### src/rtl/store_unit.sv
// -----------------------------------------------------------------------------
// store_unit
// Byte, halfword, word and doubleword stores into a word-organised memory.
// Partial-word stores are read-modify-write cycles. A store that crosses a
// word boundary becomes two read-modify-write passes, lower word first. The
// upper word address wraps modulo 2^ADDRESS_WIDTH.
//
// Ports
//   clk, rst_n          clock (rising edge), asynchronous active-low reset
//   req_valid/req_ready request handshake; ready only while idle
//   req_addr            byte address of the store
//   req_funct3          000 sb, 001 sh, 010 sw, 011 sd (sd only at 64 bits)
//   req_data            source value; the low N bytes are stored
//   mem_addr            word-aligned memory address (0 when no strobe)
//   mem_re              read strobe; mem_rdata is valid the following cycle
//   mem_rdata           memory read data
//   mem_we              write strobe, one cycle per word
//   mem_wdata           merged write word (0 when no write)
//   done                one-cycle pulse, store complete
//   err                 one-cycle pulse together with done, illegal funct3
// -----------------------------------------------------------------------------
module store_unit #(
    parameter int DATA_WIDTH    = 32,
    parameter int ADDRESS_WIDTH = 9,
    parameter int BYTE_WIDTH    = 8
) (
    input  logic                     clk,
    input  logic                     rst_n,
    input  logic                     req_valid,
    output logic                     req_ready,
    input  logic [ADDRESS_WIDTH-1:0] req_addr,
    input  logic [2:0]               req_funct3,
    input  logic [DATA_WIDTH-1:0]    req_data,
    output logic [ADDRESS_WIDTH-1:0] mem_addr,
    output logic                     mem_re,
    input  logic [DATA_WIDTH-1:0]    mem_rdata,
    output logic                     mem_we,
    output logic [DATA_WIDTH-1:0]    mem_wdata,
    output logic                     done,
    output logic                     err
);

    localparam int LANES = DATA_WIDTH / BYTE_WIDTH;
    localparam int OFF_W = $clog2(LANES);

    typedef enum logic [2:0] {IDLE, RD0, WR0, RD1, WR1, ERR} state_t;

    state_t                     state_reg, state_next;
    logic [ADDRESS_WIDTH-1:0]   addr_reg;
    logic [1:0]                 size_reg;
    logic [DATA_WIDTH-1:0]      data_reg;

    // Byte count for a size code. sd wraps to 0 at 32-bit width, but that
    // code is rejected as illegal before it is ever used.
    function automatic logic [OFF_W:0] size_bytes(input logic [1:0] code);
        return (OFF_W + 1)'(1) << code;
    endfunction

    function automatic logic is_legal(input logic [2:0] f3);
        return !f3[2] && ((f3[1:0] != 2'b11) || (DATA_WIDTH == 64));
    endfunction

    // ---- decode of the incoming request (used only while idle) ----
    logic             accept;
    logic [OFF_W-1:0] in_offset;
    logic             in_full;

    assign accept    = req_valid && (state_reg == IDLE);
    assign in_offset = req_addr[OFF_W-1:0];
    assign in_full   = (in_offset == '0) &&
                       (size_bytes(req_funct3[1:0]) == (OFF_W + 1)'(LANES));

    // ---- decode of the latched request ----
    logic [OFF_W-1:0]         offset;
    logic [OFF_W:0]           nbytes;
    logic                     split;
    logic                     full;
    logic [ADDRESS_WIDTH-1:0] word0;
    logic [ADDRESS_WIDTH-1:0] word1;

    assign offset = addr_reg[OFF_W-1:0];
    assign nbytes = size_bytes(size_reg);
    assign split  = ((OFF_W + 2)'(offset) + (OFF_W + 2)'(nbytes)) > (OFF_W + 2)'(LANES);
    assign full   = (offset == '0) && (nbytes == (OFF_W + 1)'(LANES));
    assign word0  = {addr_reg[ADDRESS_WIDTH-1:OFF_W], {OFF_W{1'b0}}};
    assign word1  = word0 + ADDRESS_WIDTH'(LANES);

    // ---- lane merge ----
    // For lane gi the source byte index is (gi - offset) mod LANES in both
    // words. It belongs to word0 when gi >= offset, otherwise to word1, and
    // only if the index is below the store size.
    logic [DATA_WIDTH-1:0] merged0;
    logic [DATA_WIDTH-1:0] merged1;

    generate
        for (genvar gi = 0; gi < LANES; gi++) begin : g_lane
            localparam logic [OFF_W-1:0] LANE = OFF_W'(gi);
            logic [OFF_W-1:0] src;
            logic             hit;
            logic             in0;
            logic             in1;

            assign src = LANE - offset;
            assign hit = {1'b0, src} < nbytes;
            assign in0 = hit && (LANE >= offset);
            assign in1 = hit && (LANE <  offset);

            assign merged0[gi*BYTE_WIDTH +: BYTE_WIDTH] =
                in0 ? data_reg[src*BYTE_WIDTH +: BYTE_WIDTH]
                    : mem_rdata[gi*BYTE_WIDTH +: BYTE_WIDTH];
            assign merged1[gi*BYTE_WIDTH +: BYTE_WIDTH] =
                in1 ? data_reg[src*BYTE_WIDTH +: BYTE_WIDTH]
                    : mem_rdata[gi*BYTE_WIDTH +: BYTE_WIDTH];
        end
    endgenerate

    // ---- state and request registers ----
    always_ff @(posedge clk or negedge rst_n) begin
        if (!rst_n) begin
            state_reg <= IDLE;
            addr_reg  <= '0;
            size_reg  <= '0;
            data_reg  <= '0;
        end else begin
            state_reg <= state_next;
            if (accept) begin
                addr_reg <= req_addr;
                size_reg <= req_funct3[1:0];
                data_reg <= req_data;
            end
        end
    end

    // ---- next state and outputs ----
    // Outputs decode the state register only, so the asynchronous reset
    // clears every strobe at once.
    always_comb begin
        state_next = state_reg;
        req_ready  = 1'b0;
        mem_addr   = '0;
        mem_re     = 1'b0;
        mem_we     = 1'b0;
        mem_wdata  = '0;
        done       = 1'b0;
        err        = 1'b0;

        case (state_reg)
            IDLE: begin
                req_ready = 1'b1;
                if (req_valid) begin
                    if (!is_legal(req_funct3)) state_next = ERR;
                    else if (in_full)          state_next = WR0;
                    else                       state_next = RD0;
                end
            end
            RD0: begin
                mem_re     = 1'b1;
                mem_addr   = word0;
                state_next = WR0;
            end
            WR0: begin
                mem_we    = 1'b1;
                mem_addr  = word0;
                mem_wdata = full ? data_reg : merged0;
                if (split) begin
                    state_next = RD1;
                end else begin
                    done       = 1'b1;
                    state_next = IDLE;
                end
            end
            RD1: begin
                mem_re     = 1'b1;
                mem_addr   = word1;
                state_next = WR1;
            end
            WR1: begin
                mem_we     = 1'b1;
                mem_addr   = word1;
                mem_wdata  = merged1;
                done       = 1'b1;
                state_next = IDLE;
            end
            ERR: begin
                done       = 1'b1;
                err        = 1'b1;
                state_next = IDLE;
            end
            default: state_next = IDLE;
        endcase
    end

endmodule

### config.mk
export PLATFORM = sky130hd
export DESIGN_NAME = store_unit
export DESIGN_NICKNAME = d
export VERILOG_FILES = /design/src/rtl/store_unit.sv
export SDC_FILE = /design/constraint.sdc
export NUM_CORES = 1
export LEC_CHECK = 0
export ABC_AREA = 1
export BUFFER_PORTS_ARGS = -buffer_cell sky130_fd_sc_hd__buf_2
export CORE_ASPECT_RATIO = 1.25
export CORE_MARGIN = 1
export CORE_UTILIZATION = 35
export CTS_BUF_LIST = sky130_fd_sc_hd__clkbuf_8
export DETAILED_ROUTE_END_ITERATION = 12
export GPL_TIMING_DRIVEN = 0
export PLACE_DENSITY_LB_ADDON = 0.1
export SLEW_MARGIN = 20
export SYNTH_ARGS = -nofsm -noshare
export SYNTH_HDL_FRONTEND = slang
export SYNTH_SLANG_ARGS = --single-unit
export TNS_END_PERCENT = 5
### constraint.sdc
create_clock -name clk -period 2.81 [get_ports clk]
set_input_delay 0.281 -clock clk [delete_from_list [all_inputs] [get_ports clk]]
set_output_delay 0.281 -clock clk [all_outputs]
set_load 0.005 [all_outputs]
==> flow_metrics.env <==
export IMPL_status="complete, no violations"
export IMPL_synthDistinctLibCells=33
export IMPL_synth_cells_most_frequent="sky130_fd_sc_hd__nand2_1, sky130_fd_sc_hd__nand3_1, sky130_fd_sc_hd__a21oi_1"
export IMPL_peak_per_stage_delay_on_the_critical_path_ps=390
export IMPL_yosysSeqAreaShare=0.252
export IMPL_dieWidth_um=104
export IMPL_rows=46
export IMPL_syn2layout_area_growth_pct=26.3
export IMPL_worst_path_stages=13
export IMPL_initial_core_utilization=0.360
export IMPL_clk_insertion_delay_late_ps=320
export IMPL_fmaxAchievable_mhz=369
export IMPL_yosys_warnings=0
export IMPL_postRouteWirelength_um=18100
export IMPL_post_synth_mux_area_share=0.00738
export IMPL_routed_via_density=5.14
export IMPL_clk_transition_reported_paths_ps=100
export IMPL_setup_worst_path_end_class="output port"
export IMPL_cts_tree="yes"
export IMPL_chipHeight_um=130
export IMPL_finalSetupViolCount=0
export IMPL_critical_path_reg2reg_startpoint="size_reg[0]"
export IMPL_cts_root_to_sink_buffers=2
export IMPL_grt_pass1_wl_um=28000
export IMPL_routabilityCongestion=0.962
export IMPL_setup_worst_path_start_class="flip-flop"
export IMPL_finalCriticalPeriod_ps=2710
export IMPL_total_clock_buffers_created_by_cts=5
export IMPL_fraction_of_final_layout_cells_with_drive_strength_greater_than_1=0.241
export IMPL_p_seq_frac=0.155
export IMPL_final_hold_viol_count=0
export IMPL_hold_path_cell_cnt=2
export IMPL_synth_avg_cell_area_sq_um=6.00
export IMPL_grt_antenna_before_repair=0
export IMPL_antenna_diode_count=0
export IMPL_r2r_end="state_reg[1]"
export IMPL_synthMostInstantiatedCell="sky130_fd_sc_hd__nand2_1"
export IMPL_ant_nets=0
export IMPL_cp_data_arrival_time_ps=2430
export IMPL_design_core_area_sq_um=12700
export IMPL_postSynth_asyncResetShare=1.00
export IMPL_fill_cells=1429
export IMPL_yosys_area_top_type_share=0.252
export IMPL_crit_required_ps=2530
export IMPL_critPathTopFamily="buffers and inverters"
export IMPL_fin_util=0.454
export IMPL_fin_setup_tns_ps=0
export IMPL_share_comb_of_total_power=0.777
export IMPL_initialDrtViolationCount=461
export IMPL_tightest_slew_ps=713
export IMPL_worst_clock_skew_ps=11.1
export IMPL_slew_headroom=0.524
export IMPL_worst_path_buf_inv=6
export IMPL_hp_class="in -> reg"
export IMPL_io_buffers=122
export IMPL_synth_xor_xnor_area_share=0
export IMPL_synth_top_family_by_area="simple AND/OR/NAND/NOR gates"
export IMPL_p_sw_frac=0.561
export IMPL_clock_root_buffer="sky130_fd_sc_hd__clkbuf_8"
export IMPL_synth_flop_cell="sky130_fd_sc_hd__dfrtp_1"
export IMPL_post_synthesis_adder_cell_area_fraction=0.0301
export IMPL_standard_cell_with_the_maximum_stage_delay_on_the_critical_path="sky130_fd_sc_hd__dfrtp_1"
export IMPL_htree_levels=2
export IMPL_grt_max_degree=25
export IMPL_cts_sinks=46
export IMPL_irDropWorstVdd_mv=0.600
export IMPL_synth_largest_area_cell="sky130_fd_sc_hd__dfrtp_1"
export IMPL_critical_path_peak_fanout=10
export IMPL_net_switching_power_uw=4320
export IMPL_routed_wl_met3_um=848
export IMPL_ios=125
export IMPL_p_clk_frac=0.068
export IMPL_p_per_area_nw_per_um2=1330
export IMPL_timing_setup_critical_path_class="reg -> out"
export IMPL_die_area_sq_um=13500
export IMPL_internal_power_component_uw=3380
export IMPL_power_static_leakage_uw=0.00336
export IMPL_finalMaxSlewViolations=0
export IMPL_grt_util_all_layers=0.269
export IMPL_final_period_utilization=0.964
export IMPL_cell_chain_critical_path="buf_6 > inv_6 > buf_12 > buf_12 > ha_1 > o21bai_1 > nand2_2 > buf_4 > nand4_1 > nand3_1 > nand2_1 > nand2_1 > buf_2"
export IMPL_grt_pass1_vias=5174
export IMPL_route_met2_wl_um=8940
export IMPL_final_net_count=998
export IMPL_synth_compound_area_frac=0.144
export IMPL_synthSimpleGateAreaFrac=0.450
export IMPL_detail_route_wl_per_cell_um=16.8
export IMPL_via_count=5537
export IMPL_drt_pass1_iter_count=5
export IMPL_synth_area_sq_um=4580
export IMPL_synthCells=762
export IMPL_overflow=0
export IMPL_highest_signal_layer="met4"
export IMPL_worstHoldStart="req_addr[3]"
export IMPL_largest_reg_flops=32
export IMPL_rsz0062_at_grt="no"
export IMPL_max_cap_violations=0
export IMPL_number_of_synthesized_flops_with_an_enable_pin=0
export IMPL_hold_path_endpoint="addr_reg[3]"
export IMPL_ys_seq_elements=46
export IMPL_drc=0
export IMPL_route_layer_met1_wl_um=7760
export IMPL_r2r_worst_path_cells=14
export IMPL_timing_reg2reg_setup_slack_ps=910
export IMPL_netlist_top_cells_area="sky130_fd_sc_hd__dfrtp_1, sky130_fd_sc_hd__nand2_1, sky130_fd_sc_hd__nand3_1, sky130_fd_sc_hd__a21oi_1, sky130_fd_sc_hd__inv_1"
export IMPL_hpwlAfterDp_um=14300
## how the worst max path moves through the flow
stage | start | end | slack (ps)
after floorplan | addr_reg[1] | mem_wdata[22] | 460
after detailed placement | addr_reg[1] | mem_wdata[22] | -180
after global placement | addr_reg[1] | mem_wdata[22] | -190
after global routing | addr_reg[1] | mem_wdata[11] | 4
final | addr_reg[1] | mem_wdata[13] | 100
after CTS | addr_reg[1] | mem_wdata[22] | 6
## worst reg2reg max path, cell delays in order (launching register included)
cell and delay, ps:
sky130_fd_sc_hd__dfrtp_2 420, sky130_fd_sc_hd__inv_2 70, sky130_fd_sc_hd__nor2_4 120, sky130_fd_sc_hd__inv_1 70, sky130_fd_sc_hd__ha_1 300, sky130_fd_sc_hd__inv_1 60, sky130_fd_sc_hd__ha_1 290, sky130_fd_sc_hd__inv_1 50
sky130_fd_sc_hd__nand2_1 40, sky130_fd_sc_hd__o21ai_0 60, sky130_fd_sc_hd__inv_1 50, sky130_fd_sc_hd__nand2_1 50, sky130_fd_sc_hd__nand2_1 70, sky130_fd_sc_hd__nand2_1 90, sky130_fd_sc_hd__a21oi_1 60
## cell usage in the layout (no fill, tap or decap), types with 2 or more instances in the layout
master and count:
sky130_fd_sc_hd__buf_12 3, sky130_fd_sc_hd__nand2_8 3, sky130_fd_sc_hd__nor2_4 3, sky130_fd_sc_hd__dfrtp_2 2
sky130_fd_sc_hd__o21ai_0 10, sky130_fd_sc_hd__clkbuf_8 5, sky130_fd_sc_hd__o21bai_1 2, sky130_fd_sc_hd__ha_1 10
sky130_fd_sc_hd__and2_1 5, sky130_fd_sc_hd__nand2_1 253, sky130_fd_sc_hd__clkbuf_1 8, sky130_fd_sc_hd__buf_2 140
sky130_fd_sc_hd__conb_1 2, sky130_fd_sc_hd__buf_4 19, sky130_fd_sc_hd__mux2_2 3, sky130_fd_sc_hd__nor2_1 49
sky130_fd_sc_hd__inv_2 4, sky130_fd_sc_hd__inv_4 2, sky130_fd_sc_hd__o22ai_1 2, sky130_fd_sc_hd__o211ai_2 8
sky130_fd_sc_hd__dfrtp_1 44, sky130_fd_sc_hd__nand4_1 9, sky130_fd_sc_hd__a21oi_1 77, sky130_fd_sc_hd__inv_6 2
sky130_fd_sc_hd__buf_8 2, sky130_fd_sc_hd__nand2_4 5, sky130_fd_sc_hd__inv_1 76, sky130_fd_sc_hd__nand3_1 128
sky130_fd_sc_hd__nand2_2 8, sky130_fd_sc_hd__buf_6 2, sky130_fd_sc_hd__o211ai_1 8
## stage by stage
stage / setup slack [ps] / instance area (sq um) / cells / hold slack, ps / total power, uW
after detailed placement: -176 / 5420 / 1054 / 318 / 6590
after floorplan: 457 / 4580 / 763 / -14.6 / 4900
after global placement: -188 / 5400 / 1053 / 515 / 6570
final: 102 / 5780 / 1077 / 195 / 7700
after global routing: 3.83 / 5780 / 1077 / 184 / 8350
after CTS: 6.44 / 5690 / 1070 / 189 / 7420
## power groups by stage
stage	Clock (uW)	Sequential [uW]	Combinational [uW]
after floorplan	0	1140	3760
after global placement	0	1200	5370
after detailed placement	0	1210	5380
after CTS	530	1190	5700
after global routing	554	1230	6570
final	522	1190	5980
## final cells by class
cell class,instances,area [sq um],area share
tap,168,210,0.0364
timing repair buffer,139,788,0.136
sequential,46,1150,0.200
multi-input combinational,593,2940,0.508
clock buffer,5,68.8,0.0119
clock inverter,3,41.3,0.00715
inverter,84,330,0.0572
buffer,39,249,0.0431
## what timing repair did
action,CTS,global route
buffers inserted,7,6
pin swaps,0,6
endpoints found under the setup margin,32,32
gates cloned,1,1
resized for setup,18,9
hold buffers,1,0
hold endpoints to repair,22,0
## cell families (layout without fill, tap and decap cells)
logic type / count (synthesis) / count (layout)
flops: 46 / 46
simple gates: 466 / 466
mux: 3 / 3
fa+ha+maj: 11 / 11
buf+inv: 124 / 270
other cells: 1 / 2
compound gates: 111 / 111
## routing by layer
layer | track usage | vias up
met5 | 0 | -
met4 | 0.0874 | 0
met3 | 0.0290 | 34
met2 | 0.487 | 223
met1 | 0.334 | 2528
li1 | - | 2752
Note: power is estimated with default switching activity, not from simulation.
